## src/rtl/key_shift_in.sv

```systemverilog
// Serial reader for a 74HC165-style PISO chain: parallel-load, then clock NBIT bits in MSB first.
// Optional KEY_SHIFT_IN_SYNC_EN adds a 2-flop synchronizer on sft_q7 and lengthens each low phase by 2 cycles.
module key_shift_in #(
   parameter int NBIT    = 8,
   parameter int CP_HALF = 1
) (
   input  logic            clk,
   input  logic            rst,
   input  logic            vld,
   output logic [NBIT-1:0] dout,
   output logic            done,
   output logic            busy,
   output logic            sft_pl_n,
   output logic            sft_cp,
   input  logic            sft_q7
);

   localparam int BW = $clog2(NBIT) + 1;
   localparam int PW = 5;

   typedef enum logic [1:0] {S_IDLE, S_LOAD, S_SHIFT, S_DONE} state_t;

   state_t          r_state;
   logic [NBIT-1:0] r_shreg;
   logic [NBIT-1:0] r_dout;
   logic [BW-1:0]   r_bit_cnt;
   logic [PW-1:0]   r_ph_cnt;
   logic            r_high;
   logic            r_done;
   logic            r_busy;
   logic            r_pl_n;
   logic            r_cp;
   logic            w_sample;

`ifdef KEY_SHIFT_IN_SYNC_EN
   localparam int LOW_LEN = CP_HALF + 2;
   logic [1:0] r_sync;

   always_ff @(posedge clk) begin
      if (rst) r_sync <= 2'b00;
      else     r_sync <= {r_sync[0], sft_q7};
   end
   assign w_sample = r_sync[1];
`else
   localparam int LOW_LEN = CP_HALF;
   assign w_sample = sft_q7;
`endif

   always_ff @(posedge clk) begin
      if (rst) begin
         r_state   <= S_IDLE;
         r_shreg   <= '0;
         r_dout    <= '0;
         r_bit_cnt <= '0;
         r_ph_cnt  <= '0;
         r_high    <= 1'b0;
         r_done    <= 1'b0;
         r_busy    <= 1'b0;
         r_pl_n    <= 1'b1;
         r_cp      <= 1'b0;
      end else begin
         r_done <= 1'b0;
         case (r_state)
            S_IDLE: begin
               if (vld) begin
                  r_state  <= S_LOAD;
                  r_busy   <= 1'b1;
                  r_pl_n   <= 1'b0;
                  r_ph_cnt <= '0;
               end
            end
            S_LOAD: begin
               if (r_ph_cnt == PW'(1)) begin
                  r_state   <= S_SHIFT;
                  r_pl_n    <= 1'b1;
                  r_ph_cnt  <= '0;
                  r_high    <= 1'b0;
                  r_bit_cnt <= '0;
               end else begin
                  r_ph_cnt <= r_ph_cnt + PW'(1);
               end
            end
            S_SHIFT: begin
               // Q7 is stable through the low phase; capture it just before the rising sft_cp.
               if (!r_high) begin
                  if (r_ph_cnt == PW'(LOW_LEN - 1)) begin
                     r_shreg   <= {r_shreg[NBIT-2:0], w_sample};
                     r_bit_cnt <= r_bit_cnt + BW'(1);
                     r_high    <= 1'b1;
                     r_cp      <= 1'b1;
                     r_ph_cnt  <= '0;
                  end else begin
                     r_ph_cnt <= r_ph_cnt + PW'(1);
                  end
               end else begin
                  if (r_ph_cnt == PW'(CP_HALF - 1)) begin
                     r_ph_cnt <= '0;
                     r_high   <= 1'b0;
                     r_cp     <= 1'b0;
                     if (r_bit_cnt == BW'(NBIT)) begin
                        r_state <= S_DONE;
                        r_done  <= 1'b1;
                        r_dout  <= r_shreg;
                     end
                  end else begin
                     r_ph_cnt <= r_ph_cnt + PW'(1);
                  end
               end
            end
            S_DONE: begin
               r_state   <= S_IDLE;
               r_busy    <= 1'b0;
               r_bit_cnt <= '0;
            end
            default: r_state <= S_IDLE;
         endcase
      end
   end

   assign dout     = r_dout;
   assign done     = r_done;
   assign busy     = r_busy;
   assign sft_pl_n = r_pl_n;
   assign sft_cp   = r_cp;

endmodule

```

## config.mk

```make
export PLATFORM = sky130hd
export DESIGN_NAME = key_shift_in
export DESIGN_NICKNAME = d
export VERILOG_FILES = /design/src/rtl/key_shift_in.sv
export SDC_FILE = /design/constraint.sdc
export NUM_CORES = 1
export LEC_CHECK = 0
export BUFFER_PORTS_ARGS = -buffer_cell sky130_fd_sc_hd__buf_2
export CAP_MARGIN = 20
export CORE_MARGIN = 2
export CORE_UTILIZATION = 41
export DETAILED_ROUTE_END_ITERATION = 10
export PLACE_DENSITY = 0.59
export SLEW_MARGIN = 20
export SYNTH_ARGS = -nofsm -noshare
export SYNTH_HDL_FRONTEND = slang
export SYNTH_SLANG_ARGS = --single-unit
```

## constraint.sdc

```tcl
create_clock -name clk -period 1.95 [get_ports clk]
set_input_delay 0.0975 -clock clk [delete_from_list [all_inputs] [get_ports clk]]
set_output_delay 0.0975 -clock clk [all_outputs]
set_load 0.01 [all_outputs]
```

==> results.sh, run 1 <==
export IMPL_clkLatencyLatePin_ns=0.29
export IMPL_power_leakage_uw=0.000825
export IMPL_floorplan_rows=22
export IMPL_tightestPinTransition_ns=0.577
export IMPL_postRouteAntennaNets=0
export IMPL_netlist_top_cells_count="32 x sky130_fd_sc_hd__dfxtp_1, 21 x sky130_fd_sc_hd__a21oi_1, 19 x sky130_fd_sc_hd__nand2_1"
export IMPL_cpMaxStageDelayCell="sky130_fd_sc_hd__or4b_4"
export IMPL_setup_crit_start_kind="flip-flop"
export IMPL_max_slew_vio_count=0
export IMPL_post_synth_top_area_cell="sky130_fd_sc_hd__dfxtp_1"
export IMPL_ctsHoldBuffers=0
export IMPL_placed_cell_area_um2=1760
export IMPL_hold_worst_slack_ns=0.0548
export IMPL_yosys_register_bits=32
export IMPL_synth_net_count=194
export IMPL_post_route_cells_drive_above_1_share_pct=22.7
export IMPL_cts_root_to_sink_buffers=2
export IMPL_clk_pin_slew_worst_paths_ns=0.07
export IMPL_timing_critical_path_cells="inv_1, ha_1, or4b_4, inv_4, ha_1, or3_1, a21oi_1"
export IMPL_dr_first_iter_drc_count=68
export IMPL_postLayoutCoreUtil_pct=52.3
export IMPL_vertical_die_dimension_um=65.2
export IMPL_fin_nets=225
export IMPL_initial_core_util_pct=42.3
export IMPL_critPathRequiredTime_ns=2.17
export IMPL_min_path_cells=3
export IMPL_crit_fanout=5
export IMPL_powerDensity_nw_per_um2=1120
export IMPL_total_half_perimeter_wirelength_after_legalization_and_detailed_placement_um=2250
export IMPL_synth_area_leaders="sky130_fd_sc_hd__dfxtp_1 42%, sky130_fd_sc_hd__ha_1 9.0%, sky130_fd_sc_hd__a21oi_1 6.8%"
export IMPL_insertedDiodeCount=0
export IMPL_critical_path_buf_inv_count=2
export IMPL_criticalPathCategory="flip-flop to flip-flop"
export IMPL_dieArea_um2=4250
export IMPL_synthesis_area_per_instance_um2=8.58
export IMPL_cpPeakStageDelay_ns=0.48
export IMPL_fin_worst_skew_ns=0.00725
export IMPL_area_growth_synth_to_final_pct=23.8
export IMPL_first_global_vias=1264
export IMPL_route_detailed_vias_per_inst=5.14
export IMPL_cpLargestDelayFamily="simple AND/OR/NAND/NOR gates"
export IMPL_post_layout_total_power_uw=2130
export IMPL_syn_area_um2=1540
export IMPL_via_count=1332
export IMPL_synthDistinctLibCells=36
export IMPL_crit_top_cell="sky130_fd_sc_hd__ha_1"
export IMPL_synth_most_common_cell="sky130_fd_sc_hd__dfxtp_1"
export IMPL_wirelength_um=3220
export IMPL_grt_max_degree=35
export IMPL_fmax_mhz=523
export IMPL_reg2reg_depth=7
export IMPL_number_of_cells_on_the_critical_path=7
export IMPL_detailedRoute_firstPassIterationCount=4
export IMPL_grt_remaining_overflow=0
export IMPL_syn_inst=179
export IMPL_cts_sinks=32
export IMPL_power_ir_vdd_worst_uv=599
export IMPL_cts_root_buf="sky130_fd_sc_hd__clkbuf_8"
export IMPL_hold_viol=0
export IMPL_ys_flop_type="sky130_fd_sc_hd__dfxtp_1"
export IMPL_groute_usage_overall_pct=17.0
export IMPL_period_minus_slack_ns=1.91
export IMPL_timing_hold_worst_class="input port to flip-flop"
export IMPL_global_route_wire_length_before_repair_um=5460
export IMPL_design_core_area_um2=3630
export IMPL_setup_slack_after_layout_ns=0.0397
export IMPL_synth_top_area_share_pct=41.7
export IMPL_synth_async_sr_flop_share_pct=0
export IMPL_wire_per_inst_um=12.4
export IMPL_run_status="finished clean"
export IMPL_number_of_buffers_inserted_by_port_buffering=15
export IMPL_tritoncts_clock_tree="built"
export IMPL_arrival_ns=2.13
export IMPL_finalSetupViolCount=0
export IMPL_post_route_drc_count=0
export IMPL_rsz_0062_raised_after_global_routing="true"
export IMPL_seq_area_frac_synth_pct=41.7
export IMPL_synth_enable_flop_cells=0
export IMPL_slew_headroom_pct=61.5
export IMPL_antenna_violations_before_repair=0
export IMPL_dp_worst_setup_slack_ns=0.0536
export IMPL_die_x_um=65.2
export IMPL_drv_cap=0
export IMPL_final_cell_area_um2=1900
export IMPL_setup_worst_path_end_class="flip-flop"
export IMPL_globalplace_congestion=0.811
export IMPL_yosys_warnings=0
export IMPL_final_period_utilization_pct=98.0
export IMPL_cts_htree_levels=2
export IMPL_numCtsBuffers=5
export IMPL_ios=16
[kinds of logic after synthesis]
family | Yosys count | synth area share, %
simple gates | 69 | 23.6
fa+ha+maj | 11 | 8.96
buf+inv | 17 | 4.15
mux | 10 | 6.51
compound gates | 40 | 15.1
flops | 32 | 41.7
[area by class of cell]
cell class              count  area [um2]
clock inverters             2        35.0
fillers                   347        1730
repair buffers             30         195
well taps                  48        60.1
flip-flops and latches     32         643
clock buffers               6        72.6
multi-input cells         130         852
inverters                  11        43.8
[layout by cell type (no fill, tap or decap), types with 2 or more instances in the layout]
cell	n
sky130_fd_sc_hd__dfxtp_2	2
sky130_fd_sc_hd__buf_4	13
sky130_fd_sc_hd__nand3_1	14
sky130_fd_sc_hd__buf_2	15
sky130_fd_sc_hd__a31oi_1	2
sky130_fd_sc_hd__and3b_1	2
sky130_fd_sc_hd__buf_6	2
sky130_fd_sc_hd__and2_1	2
sky130_fd_sc_hd__inv_1	9
sky130_fd_sc_hd__mux2i_1	10
sky130_fd_sc_hd__dfxtp_1	30
sky130_fd_sc_hd__nor2_1	12
sky130_fd_sc_hd__or4b_4	2
sky130_fd_sc_hd__nand4_1	3
sky130_fd_sc_hd__a21oi_1	19
sky130_fd_sc_hd__nand2b_1	3
sky130_fd_sc_hd__a21oi_2	2
sky130_fd_sc_hd__ha_1	10
sky130_fd_sc_hd__nand2_1	19
sky130_fd_sc_hd__o21ai_0	6
sky130_fd_sc_hd__o21a_1	2
sky130_fd_sc_hd__nand3b_1	2
sky130_fd_sc_hd__nor2b_1	2
sky130_fd_sc_hd__clkbuf_8	5
sky130_fd_sc_hd__nor3_1	2
[final timing paths]
path	start	end	slack [ns]
setup / recovery	r_ph_cnt[0]	r_high	0.04
hold / removal	sft_q7	r_shreg[0]	0.05
setup reg to reg	r_ph_cnt[0]	r_high	0.04
hold reg to reg	r_shreg[7]	r_shreg[7]	0.46
[state kept, by name (all words and copies together) (netlist names)]
signal / flops
busy: 1
done: 1
dout: 8
r_bit_cnt: 4
r_high: 1
r_ph_cnt: 5
r_shreg: 8
r_state: 2
sft_cp: 1
sft_pl_n: 1
[layer usage]
metal,GRT usage (%),share of wire (%)
met4,10.9,2.6
met5,0,0
met1,19.0,47
met2,28.7,48
met3,4.11,2.5
[worst register-to-register path, stage by stage, from the launching register on]
cell                      delay, ns
sky130_fd_sc_hd__dfxtp_2       0.33
sky130_fd_sc_hd__inv_1         0.07
sky130_fd_sc_hd__ha_1          0.13
sky130_fd_sc_hd__or4b_4        0.48
sky130_fd_sc_hd__inv_4         0.10
sky130_fd_sc_hd__ha_1          0.26
sky130_fd_sc_hd__or3_1         0.36
sky130_fd_sc_hd__a21oi_1       0.12
[stage by stage]
step | cells | TNS, ns
global route | 259 | -0.0867
floorplan | 179 | 0
CTS | 258 | 0
global placement | 250 | 0
detailed placement | 250 | 0
finish | 259 | 0
[power breakdown]
part           switching (uW)  leakage (uW)  internal [uW]
combinational             439      0.000510            298
sequential               54.3      0.000260            713
clock                     244     0.0000552            379
total                     737      0.000825           1390
[repair_timing]
item / in CTS / in global routing
resized for setup: 0 / 10
buffers inserted: 0 / 1
endpoints found under the setup margin: 0 / 11
Power figures use the tool's default switching activity.
==> inputs of run 2 (changes only) <==
--- a/config.mk
+++ b/config.mk
@@ -10,7 +10,7 @@
 export CORE_MARGIN = 2
 export CORE_UTILIZATION = 41
 export DETAILED_ROUTE_END_ITERATION = 10
-export PLACE_DENSITY = 0.59
+export PLACE_DENSITY = 0.57
 export SLEW_MARGIN = 20
 export SYNTH_ARGS = -nofsm -noshare
 export SYNTH_HDL_FRONTEND = slang
==> constraint.sdc (replaced) <==
create_clock -name clk -period 2 [get_ports clk]
set_input_delay 0.1 -clock clk [delete_from_list [all_inputs] [get_ports clk]]
set_output_delay 0.1 -clock clk [all_outputs]
set_load 0.01 [all_outputs]
==> results.sh, run 2 (synthesis gave the netlist of run 1 again) <==
export IMPL_antenna_violations_before_repair=0
export IMPL_postRouteAntennaNets=0
export IMPL_groute_usage_overall_pct=16.6
export IMPL_cts_root_to_sink_buffers=2
export IMPL_numCtsBuffers=5
export IMPL_criticalPathCategory="flip-flop to flip-flop"
export IMPL_fmax_mhz=520
export IMPL_number_of_buffers_inserted_by_port_buffering=15
export IMPL_die_x_um=65.2
export IMPL_detailedRoute_firstPassIterationCount=6
export IMPL_slew_headroom_pct=61.2
export IMPL_setup_crit_start_kind="flip-flop"
export IMPL_grt_max_degree=35
export IMPL_powerDensity_nw_per_um2=1110
export IMPL_cts_root_buf="sky130_fd_sc_hd__clkbuf_8"
export IMPL_cts_htree_levels=2
export IMPL_dr_first_iter_drc_count=83
export IMPL_arrival_ns=2.14
export IMPL_cpMaxStageDelayCell="sky130_fd_sc_hd__or4_1"
export IMPL_min_path_cells=3
export IMPL_wirelength_um=3230
export IMPL_final_common_cell="sky130_fd_sc_hd__dfxtp_1"
export IMPL_nFillCells=346
export IMPL_critPathRequiredTime_ns=2.22
export IMPL_tightestPinTransition_ns=0.582
export IMPL_power_leakage_uw=0.000798
export IMPL_hold_worst_slack_ns=0.0626
export IMPL_post_route_drc_count=0
export IMPL_power_ir_vdd_worst_uv=494
export IMPL_max_slew_vio_count=0
export IMPL_rsz_0062_raised_after_global_routing="true"
export IMPL_insertedDiodeCount=0
export IMPL_timing_critical_path_cells="inv_2, ha_2, or4b_4, a21o_1, or4_1, a21boi_1"
export IMPL_final_cell_area_um2=1850
export IMPL_timing_hold_worst_class="input port to flip-flop"
export IMPL_dieArea_um2=4250
export IMPL_finalSetupViolCount=0
export IMPL_setup_worst_path_end_class="flip-flop"
export IMPL_clk_pin_slew_worst_paths_ns=0.07
export IMPL_layout_cells_most_common_list="30 x sky130_fd_sc_hd__dfxtp_1, 20 x sky130_fd_sc_hd__a21oi_1, 19 x sky130_fd_sc_hd__nand2_1, 15 x sky130_fd_sc_hd__nand3_1, 15 x sky130_fd_sc_hd__buf_2"
export IMPL_wire_per_inst_um=12.7
export IMPL_final_period_utilization_pct=96.1
export IMPL_fin_nets=220
export IMPL_initial_core_util_pct=42.3
export IMPL_cts_sinks=32
export IMPL_via_count=1355
export IMPL_clkLatencyLatePin_ns=0.28
export IMPL_hold_viol=0
export IMPL_area_growth_synth_to_final_pct=20.5
export IMPL_fin_worst_skew_ns=0.00582
export IMPL_tritoncts_clock_tree="built"
export IMPL_grt_remaining_overflow=0
export IMPL_cpPeakStageDelay_ns=0.51
export IMPL_design_core_area_um2=3630
export IMPL_total_half_perimeter_wirelength_after_legalization_and_detailed_placement_um=2230
export IMPL_run_status="finished clean"
export IMPL_period_minus_slack_ns=1.92
export IMPL_global_route_wire_length_before_repair_um=5450
export IMPL_crit_fanout=4
export IMPL_globalplace_congestion=0.775
export IMPL_floorplan_rows=22
export IMPL_post_route_cells_drive_above_1_share_pct=19.4
export IMPL_drv_cap=0
export IMPL_ios=16
export IMPL_multi_input_comb_area_um2=838
export IMPL_reg2reg_depth=6
export IMPL_vertical_die_dimension_um=65.2
export IMPL_first_global_vias=1173
export IMPL_route_detailed_vias_per_inst=5.33
export IMPL_seq_area_um2=646
export IMPL_placed_cell_area_um2=1700
[run 2: final timing paths]
path / from / endpoint / slack, ns
setup reg to reg: r_ph_cnt[1] / r_bit_cnt[3] / 0.08
hold reg to reg: r_shreg[7] / r_shreg[7] / 0.46
setup / recovery: r_ph_cnt[1] / r_bit_cnt[3] / 0.08
hold / removal: sft_q7 / r_shreg[0] / 0.06
[run 2: stage by stage]
stage               total power [uW]  worst slack [ns]  util (%)  instances  setup TNS [ns]
floorplan                       1210            0.0448         -        179               0
global placement                1390            0.0742      46.8        243               0
detailed placement              1410            0.0116      46.8        243               0
CTS                             2030           0.00687      49.8        251               0
global route                    2190          -0.00206      51.0        254        -0.00206
finish                          2050            0.0771      51.0        254               0
[run 2: timing repair]
action / in CTS / in global routing
pin swaps: 0 / 2
gates resized for setup: 1 / 8
endpoints found under the setup margin: 1 / 20
setup buffers: 0 / 3
hold buffers: 0 / 0
[run 2: worst max-delay path, delay by kind of cell (launching register included)]
kind,cells,cell delay (ns)
flip-flops,1,0.34
AO/OA/AOI/OAI,2,0.33
AND/OR/NAND/NOR,2,0.99
adder cells (fa/ha/maj),1,0.16
buffers and inverters,1,0.06
[run 2: power breakdown]
part	internal [uW]	switching (uW)
Sequential	695	56.5
Clock	369	240
Combinational	274	414
Total	1340	710
[run 2: per-layer routing]
metal,global-route usage (%),share of wire (%),wire [um]
met5,0,0,0
met3,5.14,3.1,99
met2,25.5,49,1580
met1,22.1,47,1520
met4,5.47,0.99,32
[run 2: cell type report]
class	count	share of cell area, %
flip-flops and latches	32	34.9
clock inverters	2	1.89
repair buffers	25	8.31
multi-input cells	130	45.3
well taps	48	3.24
inverters	11	2.50
clock buffers	6	3.92
==> inputs of run 3 (changes only) <==
==> constraint.sdc (replaced) <==
create_clock -name clk -period 2 [get_ports clk]
set_input_delay 0.4 -clock clk [delete_from_list [all_inputs] [get_ports clk]]
set_output_delay 0.4 -clock clk [all_outputs]
set_load 0.01 [all_outputs]
==> results.sh, run 3 (synthesis gave the netlist of run 1 again) <==
export IMPL_p_int_uw=1190
export IMPL_hold_worst_slack_ns=0.379
export IMPL_cts_htree_levels=2
export IMPL_insertedDiodeCount=0
export IMPL_critPathRequiredTime_ns=2.21
export IMPL_grt_max_degree=19
export IMPL_power_ir_vdd_worst_uv=448
export IMPL_finalSetupViolCount=0
export IMPL_drv_cap=0
export IMPL_die_x_um=65.2
export IMPL_detailedRoute_firstPassIterationCount=4
export IMPL_via_count=1351
export IMPL_post_route_drc_count=0
export IMPL_globalplace_congestion=0.746
export IMPL_ios=16
export IMPL_timing_hold_worst_class="input port to flip-flop"
export IMPL_cts_sinks=32
export IMPL_final_common_cell="sky130_fd_sc_hd__dfxtp_1"
export IMPL_cpPeakStageDelay_ns=0.49
export IMPL_antenna_violations_before_repair=0
export IMPL_vertical_die_dimension_um=65.2
export IMPL_max_slew_vio_count=0
export IMPL_tritoncts_clock_tree="built"
export IMPL_grt_remaining_overflow=0
export IMPL_timing_critical_path_cells="inv_1, ha_1, or4b_4, inv_6, ha_1, or3_1, a21oi_1"
export IMPL_postRouteAntennaNets=0
export IMPL_layout_cells_most_common_list="30 x sky130_fd_sc_hd__dfxtp_1, 19 x sky130_fd_sc_hd__nand2_1, 19 x sky130_fd_sc_hd__a21oi_1, 15 x sky130_fd_sc_hd__nand3_1, 15 x sky130_fd_sc_hd__buf_2"
export IMPL_fin_worst_skew_ns=0.00353
export IMPL_area_growth_synth_to_final_pct=19.1
export IMPL_combinationalPowerShare_pct=35.6
export IMPL_wirelength_um=3140
export IMPL_fmax_mhz=519
export IMPL_setup_worst_path_end_class="flip-flop"
export IMPL_ctsHoldBuffers=0
export IMPL_seq_power_share_pct=40.0
export IMPL_numCtsBuffers=5
export IMPL_fin_nets=220
export IMPL_power_net_switching_uw=690
export IMPL_dr_first_iter_drc_count=64
export IMPL_global_route_wire_length_before_repair_um=5350
export IMPL_total_half_perimeter_wirelength_after_legalization_and_detailed_placement_um=2220
export IMPL_post_route_cells_drive_above_1_share_pct=19.5
export IMPL_slew_headroom_pct=67.1
export IMPL_first_global_vias=1214
export IMPL_crit_fanout=7
export IMPL_floorplan_rows=22
export IMPL_hold_viol=0
export IMPL_route_detailed_vias_per_inst=5.34
export IMPL_crit_top_cell="sky130_fd_sc_hd__ha_1"
export IMPL_arrival_ns=2.14
export IMPL_p_clk_share_pct=24.4
export IMPL_power_leakage_uw=0.000784
export IMPL_switching_share_pct=36.7
export IMPL_clk_pin_slew_worst_paths_ns=0.06
export IMPL_cts_root_buf="sky130_fd_sc_hd__clkbuf_8"
export IMPL_powerDensity_nw_per_um2=1030
export IMPL_clkLatencyLatePin_ns=0.28
export IMPL_groute_usage_overall_pct=16.0
export IMPL_number_of_buffers_inserted_by_port_buffering=15
export IMPL_dieArea_um2=4250
export IMPL_run_status="finished clean"
export IMPL_tightestPinTransition_ns=0.480
export IMPL_wire_per_inst_um=12.4
export IMPL_design_core_area_um2=3630
export IMPL_final_period_utilization_pct=96.4
export IMPL_period_minus_slack_ns=1.93
export IMPL_rsz_0062_raised_after_global_routing="false"
export IMPL_tns_ns=0
export IMPL_cts_root_to_sink_buffers=2
export IMPL_initial_core_util_pct=42.3
export IMPL_criticalPathCategory="flip-flop to flip-flop"
export IMPL_setup_crit_start_kind="flip-flop"
export IMPL_cpMaxStageDelayCell="sky130_fd_sc_hd__or4b_4"
## run 3: cell count changes in the layout (fill, tap and decap cells not counted), sizes merged
cell | previous run | this run
bufinv | 1 | 0
## run 3: per-layer routing
metal	wire length [um]	vias up	track usage [%]
met5	0	-	0
met2	1490	17	25.5
li1	-	683	-
met4	44	0	7.03
met1	1510	646	20.5
met3	92	5	3.77
## run 3: critical path, delay by kind of cell (launching register included)
| family | cells | cell delay, ns |
|---|---|---|
| AND/OR/NAND/NOR | 2 | 0.83 |
| adder cells (fa/ha/maj) | 2 | 0.37 |
| flip-flops | 1 | 0.35 |
| buffers and inverters | 2 | 0.18 |
| AO/OA/AOI/OAI | 1 | 0.12 |
## run 3: path summary, 6_finish.rpt
check        cells after the start         end         from  slack (ns)
min                              3  r_shreg[0]       sft_q7        0.38
max                              7      r_high  r_ph_cnt[0]        0.07
max reg2reg                      7      r_high  r_ph_cnt[0]        0.07
min reg2reg                      2  r_shreg[7]   r_shreg[7]        0.47
## run 3: power groups by stage
stage	Clock (uW)	Sequential [uW]	Combinational [uW]
floorplan	0	761	448
global placement	0	759	617
detailed placement	0	763	620
CTS	477	750	624
global route	498	761	744
finish	459	752	670
## run 3: what timing repair did
action,4_1_cts,5_1_grt
endpoints found under the setup margin,1,10
gates resized for setup,1,8
buffers inserted,0,3
pin swaps,1,1
## run 3: cell type report
type	count	area (um2)
fillers	377	1800
multi-input cells	130	852
flip-flops and latches	32	643
repair buffers	25	150
clock buffers	6	72.6
well taps	48	60.1
inverters	11	46.3
clock inverters	1	5.00
## run 3: through the flow
step	power (uW)	instances	instance area, um2	setup WS, ns	util [%]
finish	1880	253	1830	0.0714	50.3
global route	2000	253	1830	0.000171	50.3
CTS	1850	250	1780	0.0124	49.0
detailed placement	1380	243	1700	0.00837	46.8
global placement	1380	243	1700	0.0798	46.8
floorplan	1210	179	1540	0.0448	-
